File: src/rtl/ddr_ahb_csr_master.sv
// ddr_ahb_csr_master
// Single-outstanding AHB-Lite master. It converts valid/ready register requests
// into single-word AHB transfers and returns read data and error status on a
// valid/ready response channel. A data-phase timeout keeps a stuck slave from
// hanging the requester. Only one transfer is in flight at a time, so the
// address phase of a transfer never overlaps the data phase of another.
module ddr_ahb_csr_master #(
  parameter int AWIDTH  = 32,
  parameter int DWIDTH  = 32,
  parameter int TIMEOUT = 256
) (
  input  logic              i_hclk,
  input  logic              i_hreset,
  // request channel
  input  logic              i_req_valid,
  output logic              o_req_ready,
  input  logic              i_req_write,
  input  logic [AWIDTH-1:0] i_req_addr,
  input  logic [DWIDTH-1:0] i_req_wdata,
  // response channel
  output logic              o_rsp_valid,
  input  logic              i_rsp_ready,
  output logic [DWIDTH-1:0] o_rsp_rdata,
  output logic              o_rsp_error,
  output logic              o_rsp_timeout,
  // AHB-Lite master side
  output logic [AWIDTH-1:0] o_haddr,
  output logic              o_hwrite,
  output logic              o_hsel,
  output logic [DWIDTH-1:0] o_hwdata,
  output logic [1:0]        o_htrans,
  output logic [2:0]        o_hsize,
  output logic [2:0]        o_hburst,
  output logic              o_hreadyin,
  input  logic              i_hready,
  input  logic [DWIDTH-1:0] i_hrdata,
  input  logic [1:0]        i_hresp
);

  localparam int CW = $clog2(TIMEOUT + 1);
  localparam logic [CW-1:0] CNT_MAX = CW'(TIMEOUT);
  localparam logic [CW-1:0] CNT_ONE = CW'(1);

  localparam logic [1:0] HTRANS_IDLE   = 2'b00;
  localparam logic [1:0] HTRANS_NONSEQ = 2'b10;

  typedef enum logic [1:0] {
    S_IDLE = 2'b00,
    S_ADDR = 2'b01,
    S_DATA = 2'b10,
    S_RESP = 2'b11
  } state_t;

  state_t        r_state;
  logic [CW-1:0] r_cnt;

  logic          w_misaligned;
  logic          w_slave_err;

  // Word transfers only: any nonzero low address bit is rejected locally.
  assign w_misaligned = (i_req_addr[1:0] != 2'b00);
  assign w_slave_err  = (i_hresp != 2'b00);

  // Fixed transfer attributes; hreadyin simply mirrors the slave's hready.
  assign o_hsize    = 3'b010;
  assign o_hburst   = 3'b000;
  assign o_hreadyin = i_hready;

  // Transfer FSM with all handshake and bus outputs registered alongside it.
  always_ff @(posedge i_hclk or negedge i_hreset) begin
    if (!i_hreset) begin
      r_state       <= S_IDLE;
      r_cnt         <= '0;
      o_req_ready   <= 1'b1;
      o_rsp_valid   <= 1'b0;
      o_rsp_rdata   <= '0;
      o_rsp_error   <= 1'b0;
      o_rsp_timeout <= 1'b0;
      o_haddr       <= '0;
      o_hwrite      <= 1'b0;
      o_hsel        <= 1'b0;
      o_hwdata      <= '0;
      o_htrans      <= HTRANS_IDLE;
    end else begin
      case (r_state)
        S_IDLE: begin
          if (i_req_valid) begin
            // Capture the request; hwdata is loaded now so it is already
            // stable by the time the data phase starts.
            o_req_ready <= 1'b0;
            o_haddr     <= i_req_addr;
            o_hwrite    <= i_req_write;
            o_hwdata    <= i_req_wdata;
            if (w_misaligned) begin
              // Answer immediately without touching the bus.
              r_state       <= S_RESP;
              o_rsp_valid   <= 1'b1;
              o_rsp_error   <= 1'b1;
              o_rsp_timeout <= 1'b0;
              o_rsp_rdata   <= '0;
            end else begin
              r_state  <= S_ADDR;
              o_hsel   <= 1'b1;
              o_htrans <= HTRANS_NONSEQ;
            end
          end
        end

        S_ADDR: begin
          // Address phase completes on the first cycle the bus is ready.
          if (i_hready) begin
            r_state  <= S_DATA;
            o_hsel   <= 1'b0;
            o_htrans <= HTRANS_IDLE;
            r_cnt    <= '0;
          end
        end

        S_DATA: begin
          if (i_hready) begin
            // Completion; read data is only meaningful for good reads.
            r_state       <= S_RESP;
            r_cnt         <= '0;
            o_rsp_valid   <= 1'b1;
            o_rsp_error   <= w_slave_err;
            o_rsp_timeout <= 1'b0;
            o_rsp_rdata   <= (o_hwrite || w_slave_err) ? '0 : i_hrdata;
          end else if (r_cnt == CNT_MAX) begin
            // Slave has stalled for too long: abandon the transfer.
            r_state       <= S_RESP;
            r_cnt         <= '0;
            o_rsp_valid   <= 1'b1;
            o_rsp_error   <= 1'b1;
            o_rsp_timeout <= 1'b1;
            o_rsp_rdata   <= '0;
          end else begin
            // Wait state, including the first cycle of a two-cycle ERROR.
            r_cnt <= r_cnt + CNT_ONE;
          end
        end

        S_RESP: begin
          // Payload is held until the consumer takes it.
          if (i_rsp_ready) begin
            r_state     <= S_IDLE;
            o_rsp_valid <= 1'b0;
            o_req_ready <= 1'b1;
          end
        end

        default: begin
          r_state     <= S_IDLE;
          o_req_ready <= 1'b1;
          o_rsp_valid <= 1'b0;
          o_hsel      <= 1'b0;
          o_htrans    <= HTRANS_IDLE;
        end
      endcase
    end
  end

endmodule
File: config.mk
export PLATFORM = sky130hd
export DESIGN_NAME = ddr_ahb_csr_master
export DESIGN_NICKNAME = d
export VERILOG_FILES = /design/src/rtl/ddr_ahb_csr_master.sv
export SDC_FILE = /design/constraint.sdc
export NUM_CORES = 1
export LEC_CHECK = 0
export CAP_MARGIN = 25
export CORE_ASPECT_RATIO = 0.7
export CORE_MARGIN = 2
export CORE_UTILIZATION = 35
export CTS_CLUSTER_SIZE = 20
export DETAILED_ROUTE_END_ITERATION = 10
export HOLD_SLACK_MARGIN = 0.12
export PLACE_DENSITY = 0.71
export SLEW_MARGIN = 15
export SYNTH_ARGS = -nofsm -noshare
export SYNTH_HDL_FRONTEND = slang
export SYNTH_SLANG_ARGS = --single-unit
File: constraint.sdc
create_clock -name i_hclk -period 1.9 [get_ports i_hclk]
set_clock_uncertainty 0.15 [all_clocks]
set_input_delay 0.38 -clock i_hclk [delete_from_list [all_inputs] [get_ports i_hclk]]
set_output_delay 0.38 -clock i_hclk [all_outputs]
set_load 0.02 [all_outputs]
==> reports/results.ini <==
[outcome]
status = finished with violations
violations = setup timing

[flow_run]
max_cap_violations = 0

[routing]
antenna_left = 0
drt_pass1_iterations = 4
avgViaCountPerCell = 4.45
drt-initial-drc-count = 100
via_count = 3685
drt-total-wl_um = 13000
drc_errors = 0
routedWlPerCell_um = 15.6

[cells_and_area]
regArea_um2 = 2830
final_cells = 829
drive_gt1_frac = 0.247
utilization = 0.584
nNetsFinal = 737
insertedDiodeCount = 0
multiInputGateArea_um2 = 1800
nFillCells = 1146
layout-area-overhead-vs-synth_pct = 64.9
fin_area_um2 = 8050

[yosys]
synth_top_area_cell = dfrtp_1
synth_ff_type = dfrtp_1
ys_top_cells_by_count = dfrtp_1, mux2_2, inv_1
synth_area_per_cell_um2 = 12.8
synth_area_um2 = 4880
async_reset_ff_frac = 1.00
synth_seq_area_share = 0.579
ys_seq_elements = 113
ys.warnings.count = 0
yosysMostFrequentCell = dfrtp_1
synth_cells = 380
synth_top_area_share = 0.574
synth-edff-count = 0
netlist_top_cells_area = dfrtp_1, mux2_2, mux2i_1
synth.distinct_cells = 40

[setup_path]
critical_path_class = reg -> reg
start_kind = register
path_max_fanout = 8
cp.required_ns = 2.06
cp_slowest_cell = dfrtp_2
slowest_delay_ns = 0.44
r2r-start = r_state[1]
path_cells = ha_4 > and2b_1 > a21bo_1 > and3_4 > clkbuf_16 > mux2i_1
reg2reg_depth = 6
reg2reg_to = o_rsp_rdata[20]
critical_path_arrival_ns = 2.13
r2r_setup_slack_ns = -0.07
worst_setup_path_end_kind = register

[global_route]
track_usage = 0.175
grt_overflow = 0
antenna_found_initial = 0
grt_pass1_wl_um = 20400
grt_max_degree = 38
grt_pass1_vias = 3923

[placed_design]
hpwl_um = 9290
port_buffers = 207
gp_congestion = 0.828
place_inst = 788
place_area_um2 = 7330
pre_cts_ws_ns = -0.320

[floorplan]
die_h_um = 103
die_area_um2 = 14900
core_um2 = 13800
start_util = 0.354
die_width_um = 145
rows = 36
ios = 215

[cts]
cts_tree = built
cts_buffers = 17
cts_max_level = 4
clk_latency_ns = 0.40
cts_sinks = 113
cts_buffer_depth = 2
root_buffer = clkbuf_16
path_clk_slew_ns = 0.05

[timing]
rsz0062_at_grt = true
final_max_slew_viol_count = 0
finalSetupViolCount = 25
period_needed_ns = 1.97
setup_ws_ns = -0.0749
clock.fmax_ghz = 0.506
fin_crit_sh = 1.04
final_hold_viol_count = 0

[power]
p_per_area_nw_per_um2 = 1560
ir_drop_v = 0.000955
leakagePower_nw = 3.88

[min_path]
hold_class = in -> async

[cell usage in the layout, fill, tap and decap left out, types with 5 or more instances in the layout]
master	instances
nand2_1	35
dlymetal6s2s_1	19
dlygate4sd2_1	85
mux2i_1	29
buf_12	6
nor2_1	12
clkbuf_16	20
xnor2_1	7
buf_4	30
nand3_1	6
mux2_2	66
conb_1	7
inv_1	39
dfrtp_1	111
mux2i_2	5
clkdlybuf4s50_1	102
[area by class of cell]
cell class | count | area share
clock inverters | 10 | 0.0138
flip-flops and latches | 113 | 0.352
repair buffers | 247 | 0.306
inverters | 40 | 0.0187
multi-input cells | 208 | 0.223
well taps | 190 | 0.0295
clock buffers | 21 | 0.0572
[power breakdown]
| part | switching (W) | internal [W] | leakage (nW) |
|---|---|---|---|
| Clock | 0.00109 | 0.00198 | 0.275 |
| Combinational | 0.00279 | 0.00294 | 2.19 |
| Sequential | 0.000460 | 0.00329 | 1.42 |
| Total | 0.00433 | 0.00821 | 3.88 |
[metal layers]
metal	wire [um]	global-route usage
met5	0	0
met4	162	0.0618
met3	1210	0.0863
met2	6140	0.276
met1	5450	0.211
[sequential cells by signal, summed over array words and instances, names as in the netlist]
signal	count
o_hwrite	1
o_haddr	32
o_rsp_valid	1
o_req_ready	1
o_rsp_error	1
o_rsp_timeout	1
o_rsp_rdata	32
r_cnt	9
o_hwdata	32
r_state	2
o_htrans	1
[cells by family after synthesis]
logic type | Yosys count | synth area share
other | 2 | 0.00154
flip-flops | 113 | 0.579
AND/OR/NAND/NOR | 70 | 0.0718
buffers and inverters | 64 | 0.0710
XOR/XNOR | 7 | 0.0126
AO/OA/AOI/OAI | 16 | 0.0218
adder cells (fa/ha/maj) | 6 | 0.0154
multiplexers | 102 | 0.227
[worst max path at each step]
| stage | start | slack [ns] | cells past startpoint | to |
|---|---|---|---|---|
| 5_1_grt | r_cnt[1] | -0.19 | 7 | o_rsp_rdata[20] |
| 4_1_cts | r_state[1] | -0.02 | 6 | o_rsp_rdata[28] |
| 2_1_floorplan | r_state[0] | 0.02 | 7 | o_rsp_error |
| 3_3_place_gp | i_hready | -0.27 | 6 | o_rsp_rdata[25] |
| 6_report | r_state[1] | -0.07 | 6 | o_rsp_rdata[20] |
| 3_5_place_dp | i_hready | -0.32 | 6 | o_rsp_rdata[25] |
[timing repair]
action                                 4_1_cts  5_1_grt
cloned                                       1        3
endpoints found under the hold margin       28        0
pin swaps                                    1        3
setup endpoints to repair                  111       69
setup buffers                                2        3
resized for setup                           87       33
hold buffers                                 1        0
[worst max-delay path, delay by kind of cell, from the launching register on]
| kind | cells | cell delay (ns) |
|---|---|---|
| adders and majority gates | 1 | 0.19 |
| and+or+nand+nor | 2 | 0.50 |
| DFF | 1 | 0.44 |
| muxes | 1 | 0.21 |
| buffers and inverters | 1 | 0.21 |
| AOI/OAI and AO/OA | 1 | 0.19 |
[through the flow]
| stage | setup TNS (ns) | hold slack (ns) | total power [W] |
|---|---|---|---|
| 2_1_floorplan | 0 | -0.0656 | 0.00699 |
| 3_3_place_gp | -11.35 | 0.197 | 0.00935 |
| 3_5_place_dp | -14.52 | 0.204 | 0.00948 |
| 4_1_cts | -0.0691 | 0.313 | 0.0123 |
| 5_1_grt | -4.57 | 0.341 | 0.0132 |
| 6_report | -0.751 | 0.325 | 0.0125 |
Note: power is estimated with default switching activity, not from simulation.
